$ cat src/rtl/piso_sipo_pkg.sv
// -----------------------------------------------------------------------------
// piso_sipo_pkg
// Shared definitions for the piso_sipo_link serialiser/deserialiser pair.
//   DEFAULT_WIDTH : default parallel word width
//   frame_len()   : number of serial-line cycles per frame (data bits, plus
//                   one parity bit when PISO_SIPO_PARITY_EN is defined)
//   TX_IDLE/TX_SHIFT, tx_state_e : transmitter state encoding
// Optional feature macro: PISO_SIPO_PARITY_EN
// -----------------------------------------------------------------------------
package piso_sipo_pkg;

    localparam int DEFAULT_WIDTH = 8;

    // Transmitter states. The enum documents the encoding; the RTL stores the
    // state in a plain logic vector compared against these constants.
    typedef enum logic [0:0] {
        IDLE  = 1'b0,
        SHIFT = 1'b1
    } tx_state_e;

    localparam logic [0:0] TX_IDLE  = 1'b0;
    localparam logic [0:0] TX_SHIFT = 1'b1;

    // Serial cycles per frame for a given data width.
    function automatic int frame_len(input int width);
`ifdef PISO_SIPO_PARITY_EN
        return width + 1;
`else
        return width;
`endif
    endfunction

endpackage

$ cat src/rtl/piso_tx.sv
// -----------------------------------------------------------------------------
// piso_tx
// Parallel-in / serial-out transmitter. Accepts a word on a valid/ready
// handshake and shifts it out MSB first with a frame qualifier. With
// PISO_SIPO_PARITY_EN defined an even-parity bit follows the LSB.
// Ports:
//   clk, rst_n    : clock, asynchronous active-low reset
//   parallel_in   : word to transmit
//   in_valid      : parallel_in holds a valid word
//   in_ready      : a word can be accepted at the next rising edge
//   serial_out    : serial data line (registered)
//   serial_valid  : serial_out carries a frame bit (registered)
// -----------------------------------------------------------------------------
module piso_tx
    import piso_sipo_pkg::*;
#(
    parameter int WIDTH = DEFAULT_WIDTH
) (
    input  logic             clk,
    input  logic             rst_n,
    input  logic [WIDTH-1:0] parallel_in,
    input  logic             in_valid,
    output logic             in_ready,
    output logic             serial_out,
    output logic             serial_valid
);

    localparam int FRAME = frame_len(WIDTH);
    localparam int CNT_W = (FRAME > 1) ? $clog2(FRAME) : 1;
    localparam logic [CNT_W-1:0] LAST_IDX = CNT_W'(FRAME - 1);
    localparam logic [CNT_W-1:0] CNT_ONE  = CNT_W'(1);
    localparam logic [CNT_W-1:0] CNT_ZERO = CNT_W'(0);

    logic [0:0]       state_r;
    logic [WIDTH-1:0] data_r;      // bits still to be sent, next one at MSB
    logic [CNT_W-1:0] cnt_r;       // index of the bit currently on the line
    logic             ready_r;
    logic             so_r;
    logic             sv_r;
    logic             accept_s;
    logic             last_s;
    logic             next_bit_s;

`ifdef PISO_SIPO_PARITY_EN
    localparam logic [CNT_W-1:0] LAST_DATA_IDX = CNT_W'(WIDTH - 1);

    logic parity_r;

    // Even parity: XOR of all data bits.
    function automatic logic even_parity(input logic [WIDTH-1:0] d);
        return ^d;
    endfunction
`endif

    assign accept_s     = in_valid && ready_r;
    assign last_s       = (state_r == TX_SHIFT) && (cnt_r == LAST_IDX);
    assign in_ready     = ready_r;
    assign serial_out   = so_r;
    assign serial_valid = sv_r;

    // Select the bit to drive on the line at the next shift edge.
    always_comb begin
        next_bit_s = data_r[WIDTH-1];
`ifdef PISO_SIPO_PARITY_EN
        if (cnt_r == LAST_DATA_IDX) begin
            next_bit_s = parity_r;
        end else begin
            next_bit_s = data_r[WIDTH-1];
        end
`endif
    end

    // Handshake, load and shift sequencing.
    always_ff @(posedge clk or negedge rst_n) begin
        if (!rst_n) begin
            state_r  <= TX_IDLE;
            data_r   <= '0;
            cnt_r    <= CNT_ZERO;
            ready_r  <= 1'b0;
            so_r     <= 1'b0;
            sv_r     <= 1'b0;
`ifdef PISO_SIPO_PARITY_EN
            parity_r <= 1'b0;
`endif
        end else if (accept_s) begin
            // MSB goes straight onto the line; the rest waits in data_r.
            state_r  <= TX_SHIFT;
            data_r   <= {parallel_in[WIDTH-2:0], 1'b0};
            cnt_r    <= CNT_ZERO;
            ready_r  <= 1'b0;
            so_r     <= parallel_in[WIDTH-1];
            sv_r     <= 1'b1;
`ifdef PISO_SIPO_PARITY_EN
            parity_r <= even_parity(parallel_in);
`endif
        end else begin
            case (state_r)
                TX_SHIFT: begin
                    if (last_s) begin
                        state_r <= TX_IDLE;
                        cnt_r   <= CNT_ZERO;
                        ready_r <= 1'b1;
                        so_r    <= 1'b0;
                        sv_r    <= 1'b0;
                    end else begin
                        cnt_r   <= cnt_r + CNT_ONE;
                        data_r  <= {data_r[WIDTH-2:0], 1'b0};
                        so_r    <= next_bit_s;
                        sv_r    <= 1'b1;
                        // Ready is raised while the final bit is on the line
                        // so the next frame can follow without a gap.
                        ready_r <= ((cnt_r + CNT_ONE) == LAST_IDX);
                    end
                end
                TX_IDLE: begin
                    ready_r <= 1'b1;
                    so_r    <= 1'b0;
                    sv_r    <= 1'b0;
                end
                default: begin
                    state_r <= TX_IDLE;
                    cnt_r   <= CNT_ZERO;
                    ready_r <= 1'b0;
                    so_r    <= 1'b0;
                    sv_r    <= 1'b0;
                end
            endcase
        end
    end

endmodule

$ cat src/rtl/sipo_rx.sv
// -----------------------------------------------------------------------------
// sipo_rx
// Serial-in / parallel-out receiver. Shifts qualified line bits into the LSB
// of a register and, when a frame completes, loads parallel_out and pulses
// out_valid for one cycle. With PISO_SIPO_PARITY_EN defined the last frame
// bit is an even-parity bit that is checked, not stored.
// Ports:
//   clk, rst_n    : clock, asynchronous active-low reset
//   serial_in     : serial data line
//   serial_valid  : serial_in carries a frame bit
//   parallel_out  : last complete word, held between frames
//   out_valid     : one-cycle pulse when parallel_out updates
//   parity_err    : parity mismatch of the word flagged by out_valid
// -----------------------------------------------------------------------------
module sipo_rx
    import piso_sipo_pkg::*;
#(
    parameter int WIDTH = DEFAULT_WIDTH
) (
    input  logic             clk,
    input  logic             rst_n,
    input  logic             serial_in,
    input  logic             serial_valid,
    output logic [WIDTH-1:0] parallel_out,
    output logic             out_valid,
    output logic             parity_err
);

    localparam int FRAME = frame_len(WIDTH);
    localparam int CNT_W = (FRAME > 1) ? $clog2(FRAME) : 1;
    localparam logic [CNT_W-1:0] LAST_IDX = CNT_W'(FRAME - 1);
    localparam logic [CNT_W-1:0] CNT_ONE  = CNT_W'(1);
    localparam logic [CNT_W-1:0] CNT_ZERO = CNT_W'(0);

    logic [WIDTH-1:0] shift_r;
    logic [CNT_W-1:0] cnt_r;       // number of frame bits captured so far
    logic [WIDTH-1:0] po_r;
    logic             ov_r;
    logic [WIDTH-1:0] word_s;
    logic             last_s;

`ifdef PISO_SIPO_PARITY_EN
    logic perr_r;

    // Even parity: XOR of all data bits.
    function automatic logic even_parity(input logic [WIDTH-1:0] d);
        return ^d;
    endfunction

    assign parity_err = perr_r;
`else
    assign parity_err = 1'b0;
`endif

    assign last_s       = (cnt_r == LAST_IDX);
    assign parallel_out = po_r;
    assign out_valid    = ov_r;

    // Complete word as it stands on the final edge of a frame.
    always_comb begin
`ifdef PISO_SIPO_PARITY_EN
        // Final bit is parity; the data bits are already in shift_r.
        word_s = shift_r;
`else
        word_s = {shift_r[WIDTH-2:0], serial_in};
`endif
    end

    // Capture, count and output register.
    always_ff @(posedge clk or negedge rst_n) begin
        if (!rst_n) begin
            shift_r <= '0;
            cnt_r   <= CNT_ZERO;
            po_r    <= '0;
            ov_r    <= 1'b0;
`ifdef PISO_SIPO_PARITY_EN
            perr_r  <= 1'b0;
`endif
        end else if (serial_valid) begin
            if (last_s) begin
                // Counter wraps here, so a back-to-back frame loses no bit.
                shift_r <= word_s;
                cnt_r   <= CNT_ZERO;
                po_r    <= word_s;
                ov_r    <= 1'b1;
`ifdef PISO_SIPO_PARITY_EN
                perr_r  <= even_parity(shift_r) ^ serial_in;
`endif
            end else begin
                shift_r <= {shift_r[WIDTH-2:0], serial_in};
                cnt_r   <= cnt_r + CNT_ONE;
                ov_r    <= 1'b0;
            end
        end else begin
            ov_r <= 1'b0;
        end
    end

endmodule

$ cat src/rtl/piso_sipo_link.sv
// -----------------------------------------------------------------------------
// piso_sipo_link
// Serial link: piso_tx drives a 1-bit line (exported for observation) that
// feeds sipo_rx on the same clock.
// Ports:
//   clock, reset_n : clock (rising edge), asynchronous active-low reset
//   parallel_in    : word to transmit
//   in_valid       : parallel_in valid
//   in_ready       : transmitter accepts a word this cycle
//   serial_out     : serial line, MSB first
//   serial_valid   : serial line carries a frame bit
//   parallel_out   : last received word, held between frames
//   out_valid      : one-cycle pulse when parallel_out updates
//   parity_err     : parity mismatch (PISO_SIPO_PARITY_EN only, else 0)
// Optional feature macro: PISO_SIPO_PARITY_EN
// -----------------------------------------------------------------------------
module piso_sipo_link
    import piso_sipo_pkg::*;
#(
    parameter int WIDTH = DEFAULT_WIDTH
) (
    input  logic             clock,
    input  logic             reset_n,
    input  logic [WIDTH-1:0] parallel_in,
    input  logic             in_valid,
    output logic             in_ready,
    output logic             serial_out,
    output logic             serial_valid,
    output logic [WIDTH-1:0] parallel_out,
    output logic             out_valid,
    output logic             parity_err
);

    piso_tx #(
        .WIDTH (WIDTH)
    ) u_tx (
        .clk          (clock),
        .rst_n        (reset_n),
        .parallel_in  (parallel_in),
        .in_valid     (in_valid),
        .in_ready     (in_ready),
        .serial_out   (serial_out),
        .serial_valid (serial_valid)
    );

    sipo_rx #(
        .WIDTH (WIDTH)
    ) u_rx (
        .clk          (clock),
        .rst_n        (reset_n),
        .serial_in    (serial_out),
        .serial_valid (serial_valid),
        .parallel_out (parallel_out),
        .out_valid    (out_valid),
        .parity_err   (parity_err)
    );

endmodule

$ cat config.mk
export PLATFORM = sky130hd
export DESIGN_NAME = piso_sipo_link
export DESIGN_NICKNAME = d
export VERILOG_FILES = /design/src/rtl/piso_sipo_pkg.sv /design/src/rtl/piso_tx.sv /design/src/rtl/sipo_rx.sv /design/src/rtl/piso_sipo_link.sv
export SDC_FILE = /design/constraint.sdc
export NUM_CORES = 1
export LEC_CHECK = 0
export CAP_MARGIN = 5
export CORE_MARGIN = 2
export CORE_UTILIZATION = 50
export CTS_CLUSTER_SIZE = 24
export DETAILED_ROUTE_END_ITERATION = 12
export DONT_BUFFER_PORTS = 1
export PLACE_DENSITY = 0.69
export RECOVER_POWER = 25
export SYNTH_ARGS = -nofsm -noshare
export SYNTH_HDL_FRONTEND = slang
export SYNTH_SLANG_ARGS = --single-unit
$ cat constraint.sdc
create_clock -name clock -period 3.24 [get_ports clock]
set_clock_uncertainty 0.2 [all_clocks]
set_input_delay 0.972 -clock clock [delete_from_list [all_inputs] [get_ports clock]]
set_output_delay 0.972 -clock clock [all_outputs]
set_load 0.03 [all_outputs]
==> impl_metrics.toml, run 1 <==
[outcome]
status = "finished, final reports clean"

[routing]
drc = 0
dr_wl_met3_um = 121
met2_length_um = 983
antenna_left = 0
wl_met1_um = 754
top_layer = "met4"
postRouteWirelength_um = 1910
via_count = 739
drt_iter0_markers = 7
vias_per_cell = 5.43
first_pass_iters = 4
wire_per_inst_um = 14.0

[logic_synthesis]
netlist.area_leader.share_pct = 58.9
synth_top_cell_by_area = "dfrtp_1"
ys_warn_count = 0
synth_cell_type_count = 20
avgSynthCellArea_um2 = 13.1
synth_area_mm2 = 0.00136
synth_nets = 120
ys_seq_area_share_pct = 58.9
synth_cells = 104
ys_seq_elements = 32
synthTopCellsByArea = "dfrtp_1 59%, mux2_2 16%, ha_1 4.6%"

[sta]
max_freq_mhz = 416
rsz0062_at_grt = "false"
hold_ws_ps = 129
tns_ps = 0
min_period_ps = 2400
finalSetupViolCount = 0
max_slew.worst_pin.slew_ps = 840
hold_viol = 0
final_max_slew_viol_count = 0
finalCritPeriodShare_pct = 74.1
slew_headroom_pct = 44.0

[global_route]
overflow = 0
grt_usage_pct = 14.1
antenna_found_initial = 0
grt_pass1_vias = 747
grt_first_pass_wirelength_um = 3280
grt_max_degree = 33

[finish]
stdcell_count = 136
layout_common_cells = "32 x dfrtp_1, 19 x mux2_2, 10 x nand2_1"
nNetsFinal = 121
syn_to_final_growth_pct = 3.77
layout_commonest_cell = "dfrtp_1"
drive_gt1_share_pct = 27.4
antenna_cells = 0

[floorplan]
boundaryPins = 24
coreArea_mm2 = 0.00252
die_area_mm2 = 0.00315
initial_utilization_pct = 53.9
die_w_um = 56.2
num_rows = 18
fp.dieH_um = 56.2

[clock_tree]
holdBufCountCts = 0
post_cts_buffers = 0
clockBufferDepth = 2
cts.sinks = 32
clk_pin_slew_ps = 100
clock_latency_ps = 320
cts_tree = "built"
h-tree-depth = 2
numCtsBuffers = 5
root_buffer = "clkbuf_4"
postCtsResizedCells = 0

[critical_path]
critPathCaptureType = "output port"
cp_num_cells = 0
worstPathRequired_ps = 2070
r2r_cells = 3
worstPathArrival_ps = 1230
worstSetupPathType = "reg -> out"
start_kind = "flip-flop"
crit_fanout = 17

[power]
p_leak_nw = 0.704
power.density_mw_per_mm2 = 1080
total_power_mw = 1.52
max-vdd-ir-drop_uv = 598

[placed_design]
hpwlAfterDp_um = 1300
gp_congestion = 0.725
dp_cells = 128
io_buffers = 0

[worst_hold_path]
hp-class = "in -> async"

[run]
drv_cap = 0
-- path summary, 6_finish.rpt --
path,startpoint,end,slack [ps]
max,u_tx.state_r$_DFF_PN0_,serial_valid,840
min,reset_n,u_tx.data_r[1]$_DFFE_PN0P_,130
max reg2reg,u_tx.state_r$_DFF_PN0_,u_tx.data_r[7]$_DFFE_PN0P_,1280
min reg2reg,u_rx.shift_r[6]$_DFFE_PN0P_,u_rx.parallel_out[7]$_DFFE_PN0P_,320
max in group asynchronous,reset_n,u_rx.shift_r[3]$_DFFE_PN0P_,2630
min in group clock,u_rx.shift_r[6]$_DFFE_PN0P_,u_rx.parallel_out[7]$_DFFE_PN0P_,320
-- area by class of cell --
cell class	count	area, µm²
fillers	223	1110
flip-flops and latches	32	801
clock inverters	2	10.0
multi-input cells	62	497
well taps	30	37.5
inverters	4	15.0
clock buffers	6	51.3
-- stage by stage --
step | util, % | instance area, µm² | setup slack (ps)
2_1_floorplan | - | 1360 | 1370
3_5_place_dp | 53.5 | 1350 | 1190
3_3_place_gp | 53.5 | 1350 | 1200
4_1_cts | 56.0 | 1410 | 813
6_report | 56.0 | 1410 | 838
5_1_grt | 56.0 | 1410 | 767
-- logic make-up after synthesis --
logic type                 count (synthesis)  share of synthesized area [%]
AOI/OAI and AO/OA                         11                           4.14
adders and majority gates                  5                           4.60
buffers and inverters                     10                           4.60
DFF                                       32                           58.9
muxes                                     25                           20.1
other                                      1                          0.276
and+or+nand+nor                           20                           7.36
-- Yosys cell counts, drive strengths merged --
cell type and instances:
mux2 19, nor2 3, a21oi 2, nor2b 3, nand2b 2, inv 4
buf 6, conb 1, o22ai 1, and2 1, nand2 11, o21ai 8
dfrtp 32, ha 5, mux2i 6
-- metal layers --
layer,vias to the layer above,GRT usage [%]
met1,364,15.0
li1,346,-
met2,23,23.0
met3,6,5.58
met5,-,0
met4,0,9.18
-- flip-flops by register name, indices dropped and copies added, names as in the netlist --
register / count
u_rx.shift_r: 7
u_tx.state_r: 1
u_rx.cnt_r: 3
u_tx.data_r: 7
u_rx.out_valid: 1
u_tx.serial_out: 1
u_tx.in_ready: 1
u_tx.cnt_r: 3
u_rx.parallel_out: 8
-- report_power, final --
part           switching (mW)  total, mW  internal (mW)
sequential              0.274      0.857          0.584
clock                   0.129      0.232          0.103
combinational           0.174      0.434          0.259
Power figures use the tool's default switching activity.
==> inputs of run 2 (changes only) <==
--- a/config.mk
+++ b/config.mk
@@ -11,7 +11,7 @@
 export CTS_CLUSTER_SIZE = 24
 export DETAILED_ROUTE_END_ITERATION = 12
 export DONT_BUFFER_PORTS = 1
-export PLACE_DENSITY = 0.69
+export PLACE_DENSITY = 0.72
 export RECOVER_POWER = 25
 export SYNTH_ARGS = -nofsm -noshare
 export SYNTH_HDL_FRONTEND = slang
==> constraint.sdc (replaced) <==
create_clock -name clock -period 2.15 [get_ports clock]
set_clock_uncertainty 0.2 [all_clocks]
set_input_delay 0.645 -clock clock [delete_from_list [all_inputs] [get_ports clock]]
set_output_delay 0.645 -clock clock [all_outputs]
set_load 0.03 [all_outputs]
==> run 2 against run 1 <==
Critical path depth rose by 1. Setup slack got worse by 480 ps. Hold slack improved by 100 ps. Highest routed layer unchanged. Largest cell class unchanged. Sequential share of layout area fell by 1.6 points.
==> impl_metrics.toml, run 2 (synthesis gave the netlist of run 1 again) <==
[outcome]
status = "finished, final reports clean"

[floorplan]
initial_utilization_pct = 53.9
die_w_um = 56.2
num_rows = 18
fp.dieH_um = 56.2
boundaryPins = 24
die_area_mm2 = 0.00315
coreArea_mm2 = 0.00252

[critical_path]
cp_cell_sequence = "buf_4"
r2r_setup_slack_ps = 450
r2r_start = "u_tx.cnt_r[1]$_DFFE_PN0P_"
setup.worst_path.end = "serial_valid"
critical_path_buf_inv_count = 1
worstPathRequired_ps = 1300
cpMaxStageDelayCell = "dfrtp_1"
critPathCaptureType = "output port"
reg2reg_to = "u_tx.data_r[3]$_DFFE_PN0P_"
max_stage_delay_ps = 430
cp_top_family = "flip-flops"
crit_fanout = 5
worstSetupPathType = "reg -> out"
crit_start = "u_tx.state_r$_DFF_PN0_"
start_kind = "flip-flop"
r2r_cells = 5
worstPathArrival_ps = 950
cp_num_cells = 1

[worst_hold_path]
hp-class = "in -> reg"
min_from = "parallel_in[5]"

[routing]
via_count = 766
drc = 0
first_pass_iters = 4
postRouteWirelength_um = 2000
antenna_left = 0
wire_per_inst_um = 14.3
vias_per_cell = 5.47
drt_iter0_markers = 5

[clock_tree]
clock_latency_ps = 330
post_cts_buffers = 0
clockBufferDepth = 2
root_buffer = "clkbuf_4"
holdBufCountCts = 2
clk_pin_slew_ps = 90
cts.sinks = 32
cts_tree = "built"
numCtsBuffers = 5
h-tree-depth = 2
postCtsResizedCells = 0

[placed_design]
hpwlAfterDp_um = 1380
io_buffers = 0
dp_cells = 131
placed_cell_area_mm2 = 0.00137
gp_congestion = 0.673

[global_route]
grt_first_pass_wirelength_um = 3470
overflow = 0
grt_pass1_vias = 777
antenna_found_initial = 0
grt_max_degree = 33
grt_usage_pct = 15.1

[sta]
finalSetupViolCount = 0
max_freq_mhz = 558
max_slew.worst_pin.slew_ps = 757
slew_headroom_pct = 49.5
finalCritPeriodShare_pct = 83.3
final_max_slew_viol_count = 0
tns_ps = 0
hold_viol = 0
rsz0062_at_grt = "false"
min_period_ps = 1790

[power]
max-vdd-ir-drop_uv = 850
power_frac_comb_pct = 32.0
power_frac_seq_pct = 52.4
p_int_mw = 1.48
power.density_mw_per_mm2 = 1630
switching_share_pct = 37.4
p_leak_nw = 0.726
p_switching_mw = 0.884
p_clk_share_pct = 15.6

[finish]
nNetsFinal = 126
drive_gt1_share_pct = 29.1
antenna_cells = 0
syn_to_final_growth_pct = 6.81
layout_common_cells = "32 x dfrtp_1, 19 x mux2_2, 10 x nand2_1"
stdcell_count = 140
fill_cells = 219
stdcell_area_mm2 = 0.00145
largest_reg_flops = 8
layout_commonest_cell = "dfrtp_1"

[run]
drv_cap = 0
==> run 2: cell count changes in the layout (fill, tap and decap cells not counted), sizes merged <==
cell,change
clkbuf,+2
buf,+3
dlygate4sd3,+1
clkinv,-2
==> run 2: stage by stage <==
step / total power, mW / utilization, % / setup WS (ps) / hold WS, ps
2_1_floorplan: 1.88 / - / 579 / 149
3_3_place_gp: 1.96 / 54.4 / 489 / 150
3_5_place_dp: 2.02 / 54.4 / 446 / 150
4_1_cts: 2.41 / 58.2 / 338 / 217
5_1_grt: 2.53 / 57.6 / 317 / 228
6_report: 2.37 / 57.6 / 359 / 230
==> run 2: how the worst min path moves through the flow <==
| stage | endpoint | slack (ps) | depth (start not counted) |
|---|---|---|---|
| floorplan | u_rx.cnt_r[0]$_DFFE_PN0P_ | 150 | 0 |
| global placement | u_rx.out_valid$_DFF_PN0_ | 150 | 0 |
| detailed placement | u_rx.out_valid$_DFF_PN0_ | 150 | 0 |
| CTS | u_tx.data_r[6]$_DFFE_PN0P_ | 220 | 2 |
| global route | u_tx.data_r[7]$_DFFE_PN0P_ | 230 | 2 |
| finish | u_tx.data_r[6]$_DFFE_PN0P_ | 230 | 2 |
==> run 2: per-layer routing <==
| metal | wire [µm] | up-vias | global-route usage [%] |
|---|---|---|---|
| li1 | - | 355 | - |
| met1 | 813 | 385 | 15.5 |
| met2 | 1010 | 20 | 24.0 |
| met3 | 108 | 6 | 7.44 |
| met4 | 59 | 0 | 10.2 |
| met5 | 0 | - | 0 |
==> run 2: area by class of cell <==
cell class / count / area, µm² / share of cell area [%]
Clock buffer: 7 / 65.1 / 4.48
Inverter: 4 / 15.0 / 1.03
Multi-Input combinational cell: 62 / 497 / 34.2
Sequential cell: 32 / 801 / 55.1
Tap cell: 30 / 37.5 / 2.58
Timing Repair Buffer: 5 / 37.5 / 2.58
==> run 2: power by group through the flow <==
stage	logic, mW	registers [mW]	clock network [mW]
3_3_place_gp	0.717	1.25	0
4_1_cts	0.780	1.25	0.385
2_1_floorplan	0.666	1.22	0
5_1_grt	0.844	1.28	0.407
6_report	0.756	1.24	0.369
3_5_place_dp	0.760	1.26	0
